**src/rtl/instr_encoder.sv**
```systemverilog
// Packs decoded RV32I fields plus a full immediate into an instruction word and writes it
// to instruction memory at an auto-incrementing address. Optional macro: IMM_RANGE_CHECK_EN.
module instr_encoder #(
    parameter int ADDR_W = 32,
    parameter int DEPTH  = 1024,
    localparam int CNT_W = $clog2(DEPTH + 1)
) (
    input  logic              clk,
    input  logic              rst,
    input  logic              base_load,
    input  logic [ADDR_W-1:0] base_addr,
    input  logic              in_valid,
    output logic              in_ready,
    input  logic [2:0]        imm_scr,
    input  logic [6:0]        opcode,
    input  logic [4:0]        rd,
    input  logic [4:0]        rs1,
    input  logic [4:0]        rs2,
    input  logic [2:0]        funct3,
    input  logic [6:0]        funct7,
    input  logic [31:0]       imm,
    output logic              mem_we,
    output logic [ADDR_W-1:0] mem_addr,
    output logic [31:0]       mem_wdata,
    input  logic              mem_ack,
    output logic              err,
    output logic              full,
    output logic [CNT_W-1:0]  count
);

    typedef enum logic {IDLE = 1'b0, WRITE = 1'b1} state_t;

    function automatic logic [31:0] pack_word(
        input logic [2:0]  fmt,
        input logic [6:0]  op,
        input logic [4:0]  f_rd,
        input logic [4:0]  f_rs1,
        input logic [4:0]  f_rs2,
        input logic [2:0]  f3,
        input logic [6:0]  f7,
        input logic [31:0] iv
    );
        logic [31:0] w;
        case (fmt)
            3'b000:  w = {iv[11:0], f_rs1, f3, f_rd, op};
            3'b001:  w = {iv[11:5], f_rs2, f_rs1, f3, iv[4:0], op};
            3'b010:  w = {f7, f_rs2, f_rs1, f3, f_rd, op};
            3'b011:  w = {iv[12], iv[10:5], f_rs2, f_rs1, f3, iv[4:1], iv[11], op};
            3'b100:  w = {iv[20], iv[10:1], iv[11], iv[19:12], f_rd, op};
            3'b101:  w = {iv[31:12], f_rd, op};
            default: w = 32'h0000_0000;
        endcase
        return w;
    endfunction

    function automatic logic fmt_ok(input logic [2:0] fmt);
        return (fmt <= 3'b101);
    endfunction

`ifdef IMM_RANGE_CHECK_EN
    // Upper bits must be a pure sign extension of the field the format can encode.
    function automatic logic imm_ok(input logic [2:0] fmt, input logic [31:0] iv);
        logic ok;
        case (fmt)
            3'b000, 3'b001: ok = (&iv[31:11]) | ~(|iv[31:11]);
            3'b011:         ok = ~iv[0] & ((&iv[31:12]) | ~(|iv[31:12]));
            3'b100:         ok = ~iv[0] & ((&iv[31:20]) | ~(|iv[31:20]));
            3'b101:         ok = ~(|iv[11:0]);
            default:        ok = 1'b1;
        endcase
        return ok;
    endfunction
`endif

    state_t              state_r, next_state_s;
    logic                accept_s, bundle_ok_s, in_ready_s;
    logic                mem_we_r, err_r, full_r;
    logic [ADDR_W-1:0]   addr_r;
    logic [31:0]         wdata_r;
    logic [CNT_W-1:0]    count_r;

    // Bundle validity check applied at the acceptance edge.
    always_comb begin
`ifdef IMM_RANGE_CHECK_EN
        bundle_ok_s = fmt_ok(imm_scr) & imm_ok(imm_scr, imm);
`else
        bundle_ok_s = fmt_ok(imm_scr);
`endif
    end

    // Next-state and handshake decode.
    always_comb begin
        next_state_s = state_r;
        accept_s     = 1'b0;
        in_ready_s   = 1'b0;
        case (state_r)
            IDLE: begin
                in_ready_s = ~full_r & ~base_load;
                if (in_valid && in_ready_s) begin
                    accept_s = 1'b1;
                    if (bundle_ok_s) begin
                        next_state_s = WRITE;
                    end else begin
                        next_state_s = IDLE;
                    end
                end else begin
                    next_state_s = IDLE;
                end
            end
            WRITE: begin
                if (mem_ack) begin
                    next_state_s = IDLE;
                end else begin
                    next_state_s = WRITE;
                end
            end
            default: next_state_s = IDLE;
        endcase
    end

    // State, write pointer, count and output registers.
    always_ff @(posedge clk or posedge rst) begin
        if (rst) begin
            state_r  <= IDLE;
            mem_we_r <= 1'b0;
            err_r    <= 1'b0;
            full_r   <= 1'b0;
            addr_r   <= {ADDR_W{1'b0}};
            wdata_r  <= 32'h0000_0000;
            count_r  <= {CNT_W{1'b0}};
        end else begin
            state_r <= next_state_s;
            err_r   <= accept_s & ~bundle_ok_s;
            if (accept_s && bundle_ok_s) begin
                wdata_r  <= pack_word(imm_scr, opcode, rd, rs1, rs2, funct3, funct7, imm);
                mem_we_r <= 1'b1;
            end else if (state_r == WRITE && mem_ack) begin
                mem_we_r <= 1'b0;
                addr_r   <= addr_r + ADDR_W'(4);
                count_r  <= count_r + CNT_W'(1);
                full_r   <= ((count_r + CNT_W'(1)) == CNT_W'(DEPTH));
            end else if (state_r == IDLE && base_load) begin
                addr_r  <= base_addr & ~(ADDR_W'(3));
                count_r <= {CNT_W{1'b0}};
                full_r  <= 1'b0;
            end else begin
                mem_we_r <= mem_we_r;
            end
        end
    end

    assign in_ready  = in_ready_s;
    assign mem_we    = mem_we_r;
    assign mem_addr  = addr_r;
    assign mem_wdata = wdata_r;
    assign err       = err_r;
    assign full      = full_r;
    assign count     = count_r;

endmodule

```
**config.mk**
```make
export PLATFORM = sky130hd
export DESIGN_NAME = instr_encoder
export DESIGN_NICKNAME = d
export VERILOG_FILES = /design/src/rtl/instr_encoder.sv
export SDC_FILE = /design/constraint.sdc
export NUM_CORES = 1
export LEC_CHECK = 0
export ABC_AREA = 0
export CAP_MARGIN = 40
export CORE_UTILIZATION = 37
export CTS_BUF_LIST = sky130_fd_sc_hd__clkbuf_16
export CTS_CLUSTER_DIAMETER = 40
export DETAILED_ROUTE_END_ITERATION = 8
export GPL_TIMING_DRIVEN = 0
export PLACE_DENSITY = 0.71
export SLEW_MARGIN = 20
export SYNTH_ARGS = -nofsm -noshare
export SYNTH_HDL_FRONTEND = slang
export SYNTH_SLANG_ARGS = --single-unit
```
**constraint.sdc**
```tcl
create_clock -name clk -period 4.52 [get_ports clk]
set_input_delay 0.904 -clock clk [delete_from_list [all_inputs] [get_ports clk]]
set_output_delay 0.904 -clock clk [all_outputs]
set_load 0.03 [all_outputs]
```
== After elaboration in Yosys (flattened, before gate mapping) ==
Index checks and enable logic that the tools add are counted.

* Memory bits (writable): 0
* Memories kept: 0
* Word-level logic and storage cells: 47
* Output and inout bits: 79
* Bits in read-only memories: 0
* Register bits after elaboration: 79
* Bits of input ports: 104
* Bits in latches: 0

* $mul: 0
* Multiplexer cells: 16
* Shift operators: 0
* Reductions and logical operators: 8
* Div/mod/pow operators: 0
* Add/sub/neg operators: 2
* Bitwise operators: 7
* Order comparisons: 1
* Eq/ne operators: 6

{| class="wikitable"
|+ Operators with widths
! kind !! number
|-
| case mux 32 bit (6 select lines) || 1
|-
| two-way mux 32 bit || 2
|-
| adder 32 x 3 -> 32 bit (second input constant) || 1
|-
| two-way mux 11 bit || 2
|-
| adder 11 x 1 -> 11 bit (second input constant) || 1
|-
| equality test 11 bit (second input constant) || 1
|-
| two-way mux 1 bit || 10
|-
| equality test 3 x 2 -> 1 bit (second input constant) || 2
|-
| equality test 3 bit (second input constant) || 2
|-
| inverter 1 bit || 5
|-
| logical AND 1 bit || 4
|-
| nonzero test 2 bit || 2
|-
| equality test 3 x 1 -> 1 bit (second input constant) || 1
|-
| <= comparator 3 bit (second input constant) || 1
|-
| logical NOT 3 bit || 1
|-
| bitwise AND 1 bit || 2
|-
| case mux 1 bit (2 select lines) || 1
|-
| AND reduction 2 bit || 1
|}

== Longest topological paths before layout ==
* Word-level depth: 8
* Depth in mapped cells: 6
* Gate-level depth less buffers: 6

== Worst setup path after synthesis ==
OpenSTA, ideal clock, no wires.

* Kind: input to register
* From: in base_load
* To: reg wdata_r[26] (netlist: mem_wdata[26])
* Arrival: 2703 ps
* Slack: 1698 ps
* Stages: 6
* Buffers on the path: 1
* Setup time: 119 ps
* Cells stage by stage: nor3_1 -> nand2_1 -> a21oi_2 -> buf_2 -> o221ai_1 -> o21a_1

* Word-level cells in the longest chain between the ends: 6

{| class="wikitable"
|+ Ends and longest elaborated chain
! what !! line !! text
|-
| start: declaration || 10 || <nowiki>input logic base_load,</nowiki>
|-
| inverter 1 bit || 98 || <nowiki>in_ready_s = ~full_r & ~base_load;</nowiki>
|-
| bitwise AND 1 bit || 98 ||
|-
| logical AND 1 bit || 99 || <nowiki>if (in_valid && in_ready_s) begin</nowiki>
|-
| two-way mux 1 bit || 99 ||
|-
| two-way mux 1 bit || 96 || <nowiki>case (state_r)</nowiki>
|-
| logical AND 1 bit || 134 || <nowiki>if (accept_s && bundle_ok_s) begin</nowiki>
|-
| end signal: assignment || 135 || <nowiki>wdata_r <= pack_word(imm_scr, opcode, rd, rs1, rs2, funct3, funct7, imm);</nowiki>
|-
| end: declaration || 79 || <nowiki>logic [31:0] wdata_r;</nowiki>
|}

Every way passes these cells.
A chain may end at the register's enable or synchronous reset.

== Worst setup path in the final report ==
* From: in base_load
* To: out in_ready

* Word-level cells in the longest chain between the ends: 3

{| class="wikitable"
|+ Ends and longest elaborated chain
! what !! line !! text
|-
| inverter 1 bit || 98 ||
|-
| bitwise AND 1 bit || 98 ||
|-
| two-way mux 1 bit || 96 ||
|-
| end: declaration || 13 || <nowiki>output logic in_ready,</nowiki>
|}

Every way passes these cells.

==> key figures <==
Run status
  • Status: complete, no violations

Floorplanning
  • Die H: around 110 um
  • Die ar.: 12,000 sq um
  • I/O Pins: roughly 180
  • Std cell rows: 38
  • Initial Util: between 30% and 40%
  • Die span in x: 110 um
  • Core ar.: 11,100 sq um

Critical path
  • Capturing point of the worst reg2reg path: mem_wdata[7]$_DFFE_PP0P_
  • Critical Path Sink Type: primary output
  • CP endpoint: in_ready
  • Worst Setup SP: base_load
  • Slowest stage cell, crit path: clkdlybuf4s50_1
  • Crit path buf inv count: 2
  • Reg2Reg Depth: 6
  • Reg2reg setup slack: 2.13 ns
  • Reg-to-Reg Start: state_r$_DFF_PP0_
  • Top delay family on crit path: buffers and inverters
  • Most common cell on crit path: clkdlybuf4s50_1
  • Worst EP arrival: around 2.6 ns
  • WP depth: 3
  • CP Launch Type: input pin
  • CP cell instances: clkdlybuf4s50_1, nor3_1, clkdlybuf4s50_1
  • Crit path max fanout: 3
  • CP max stage delay: 0.80 ns
  • WS Path Type: in -> out
  • Worst EP required: 3.62 ns

Drt
  • DR vias/cell: 5.66
  • Met2 WL: 7.12 mm
  • Drt pass-1 iters: 5
  • DR WL met3: 1.54 mm
  • 1st-iter DRT viols: 358
  • M1 wire length: 6.11 mm
  • Max Used Layer: met4
  • Final WL: 15.0 mm
  • DRC: 0
  • Detail Route Antenna Nets: 0
  • Vias: about 4,700
  • Drt wl/cell: about 18 um

Yosys
  • Synth area leader: dfrtp_1
  • Post-synth EDFFs: 0
  • Cells after synthesis: 496
  • Synth top area cells: dfrtp_1, nand2_1, o21ai_0, nor2_1, a22oi_1
  • Synth Area per Inst: 8.66 sq um
  • Flops & latches, synth: just under 80
  • Async S/R FF share, synth: 100%
  • Primary FF master, synth: dfrtp_1
  • Register area share after synthesis: 44.9%
  • Count of cell types in the netlist: 54
  • Most instantiated cells after synthesis: dfrtp_1, nand2_1, nor2_1, o21ai_0, a21oi_1
  • Share of the synthesized area in the top cell type: 44.9%
  • Synthesized cell area: 4290 sq um
  • Most frequent cell after synthesis: dfrtp_1
  • Synth warnings: 0

Clock tree
  • H-tree depth: 3
  • CTS tree: yes
  • CTS Sinks: 77
  • Worst-Skew Late Latency: between 0.3 and 0.4 ns
  • CTS Buf Count: 9
  • Max Buffers Root-to-Sink: 2
  • Post-CTS sizing: 0
  • Post-CTS setup buffer count: 0
  • Clk pin slew, worst setup/hold paths: approximately 0.060 ns
  • Hold-fix buffers, CTS: 0
  • Root Buffer: clkbuf_16

Layout
  • FF+latch area: 1930 sq um
  • Final nets: approximately 790
  • Share of cells above drive strength 1: 4.91%
  • Final non-filler cell total: 832
  • Ant. Diodes: 0
  • Fill count: 1,011
  • Layout Area Growth over Synthesis: 53.7%
  • Multi-input logic area: 2220 sq um

Timing
  • Final Hold Viols: 0
  • Worst-margin pin slew: around 0.75 ns
  • Peak Freq: 284 MHz
  • Setup TNS: 0 ns
  • Slew HR: 49.5%
  • Final Skew: 0.00701 ns
  • RSZ-0062 raised after global routing: false
  • Final min period: between 3 and 4 ns
  • Slew Viols, Final: 0
  • Fin crit share: 77.8%
  • Setup Viol. Count Final: 0

Hold path
  • Min-Delay Path Class: reg -> reg
  • Worst hold start: mem_wdata[4]$_DFFE_PP0P_

Placed design
  • Port Buffers: 178
  • Final HPWL DP: about 11 mm
  • Routability cong.: a little over 0.9
  • DP Cell Count: 816

Power and ir drop
  • Leak Pwr: 2.65 nW
  • VDD IR-drop max: between 200 and 250 uV
  • Pwr Density: a little under 400 nW/um^2

GRT
  • Initial antenna violation count: 0
  • Vias in the first global route: 4,551
  • Largest net degree at the start of global routing: 43
  • First-pass GRT wire length: 23.1 mm
  • GRT overflow: 0
  • GRT Resource Usage Total: 25.0%

Run
  • Max-Cap Viols: 0
==> worst register-to-register path: stages (launching register included) <==
cell and delay, ns:
dfrtp_1 0.45, nor3_1 0.50, nand2_1 0.34, a21oi_2 0.38, buf_2 0.29, o221ai_1 0.17, o21a_1 0.14
==> worst min path at each step <==
stage / cells past startpoint / slack [ns] / endpoint
3_3_place_gp: 2 / 0.46 / mem_wdata[4]$_DFFE_PP0P_
3_5_place_dp: 2 / 0.46 / mem_wdata[4]$_DFFE_PP0P_
4_1_cts: 2 / 0.48 / mem_wdata[4]$_DFFE_PP0P_
2_1_floorplan: 2 / 0.57 / state_r$_DFF_PP0_
6_report: 2 / 0.48 / mem_wdata[4]$_DFFE_PP0P_
5_1_grt: 2 / 0.50 / mem_wdata[4]$_DFFE_PP0P_
==> kinds of logic (layout without fill, tap and decap cells) <==
kind of cell | count (synthesis) | after routing | share of synthesized area [%]
flops | 77 | 77 | 44.9
buf+inv | 38 | 233 | 3.55
other cells | 1 | 2 | 0.0873
compound gates | 160 | 160 | 24.6
xor+xnor | 4 | 4 | 0.816
mux | 6 | 6 | 1.43
fa+ha+maj | 3 | 3 | 0.874
simple gates | 207 | 207 | 23.8
==> final cells by class <==
type,instances,share of cell area [%]
clock inverter,7,1.36
sequential,77,29.2
tap,140,2.65
inverter,8,0.493
timing repair buffer,179,27.4
multi-input combinational,382,33.6
clock buffer,9,3.41
buffer,30,1.86
==> routing by layer <==
| metal | vias up | track usage, % |
|---|---|---|
| li1 | 2218 | - |
| met1 | 2210 | 31.4 |
| met2 | 262 | 41.7 |
| met3 | 18 | 6.64 |
| met4 | 0 | 7.90 |
| met5 | - | 0 |
==> through the flow <==
stage	util (%)	instance area, sq um	hold WS, ns	power, mW	worst slack, ns
after floorplan	-	4300	0.571	1.42	1.65
after global placement	56.5	6250	0.458	1.85	0.266
after detailed placement	56.7	6280	0.464	1.87	0.953
after CTS	59.6	6600	0.479	2.65	0.955
after global routing	59.6	6600	0.498	2.76	0.933
final	59.6	6600	0.476	2.63	1.01
==> registers in the layout (all words and copies together) (netlist names) <==
register	count
full	1
mem_addr	30
count	11
err	1
mem_we	1
mem_wdata	32
state_r	1
==> power by group <==
group / switching, mW / internal [mW]
clock network: 0.286 / 0.480
logic: 0.526 / 0.404
registers: 0.120 / 0.809
==> cell usage in the layout, fill, tap and decap left out, drive strengths merged, types with 4 or more instances in the layout <==
master,n
o21ai,36
clkbuf,33
mux2i,5
o31ai,10
dfrtp,77
xor2,4
a31oi,5
nand3,21
a22oi,20
nor3,16
o22ai,14
and3,8
nor2b,6
nand4,11
o221ai,8
a211oi,7
clkdlybuf4s50,178
buf,7
inv,8
o21a,7
nor2,44
and2,7
nand2,73
nand2b,8
nor4,8
a21oi,30
No activity file was read; power rests on OpenSTA's default activity.
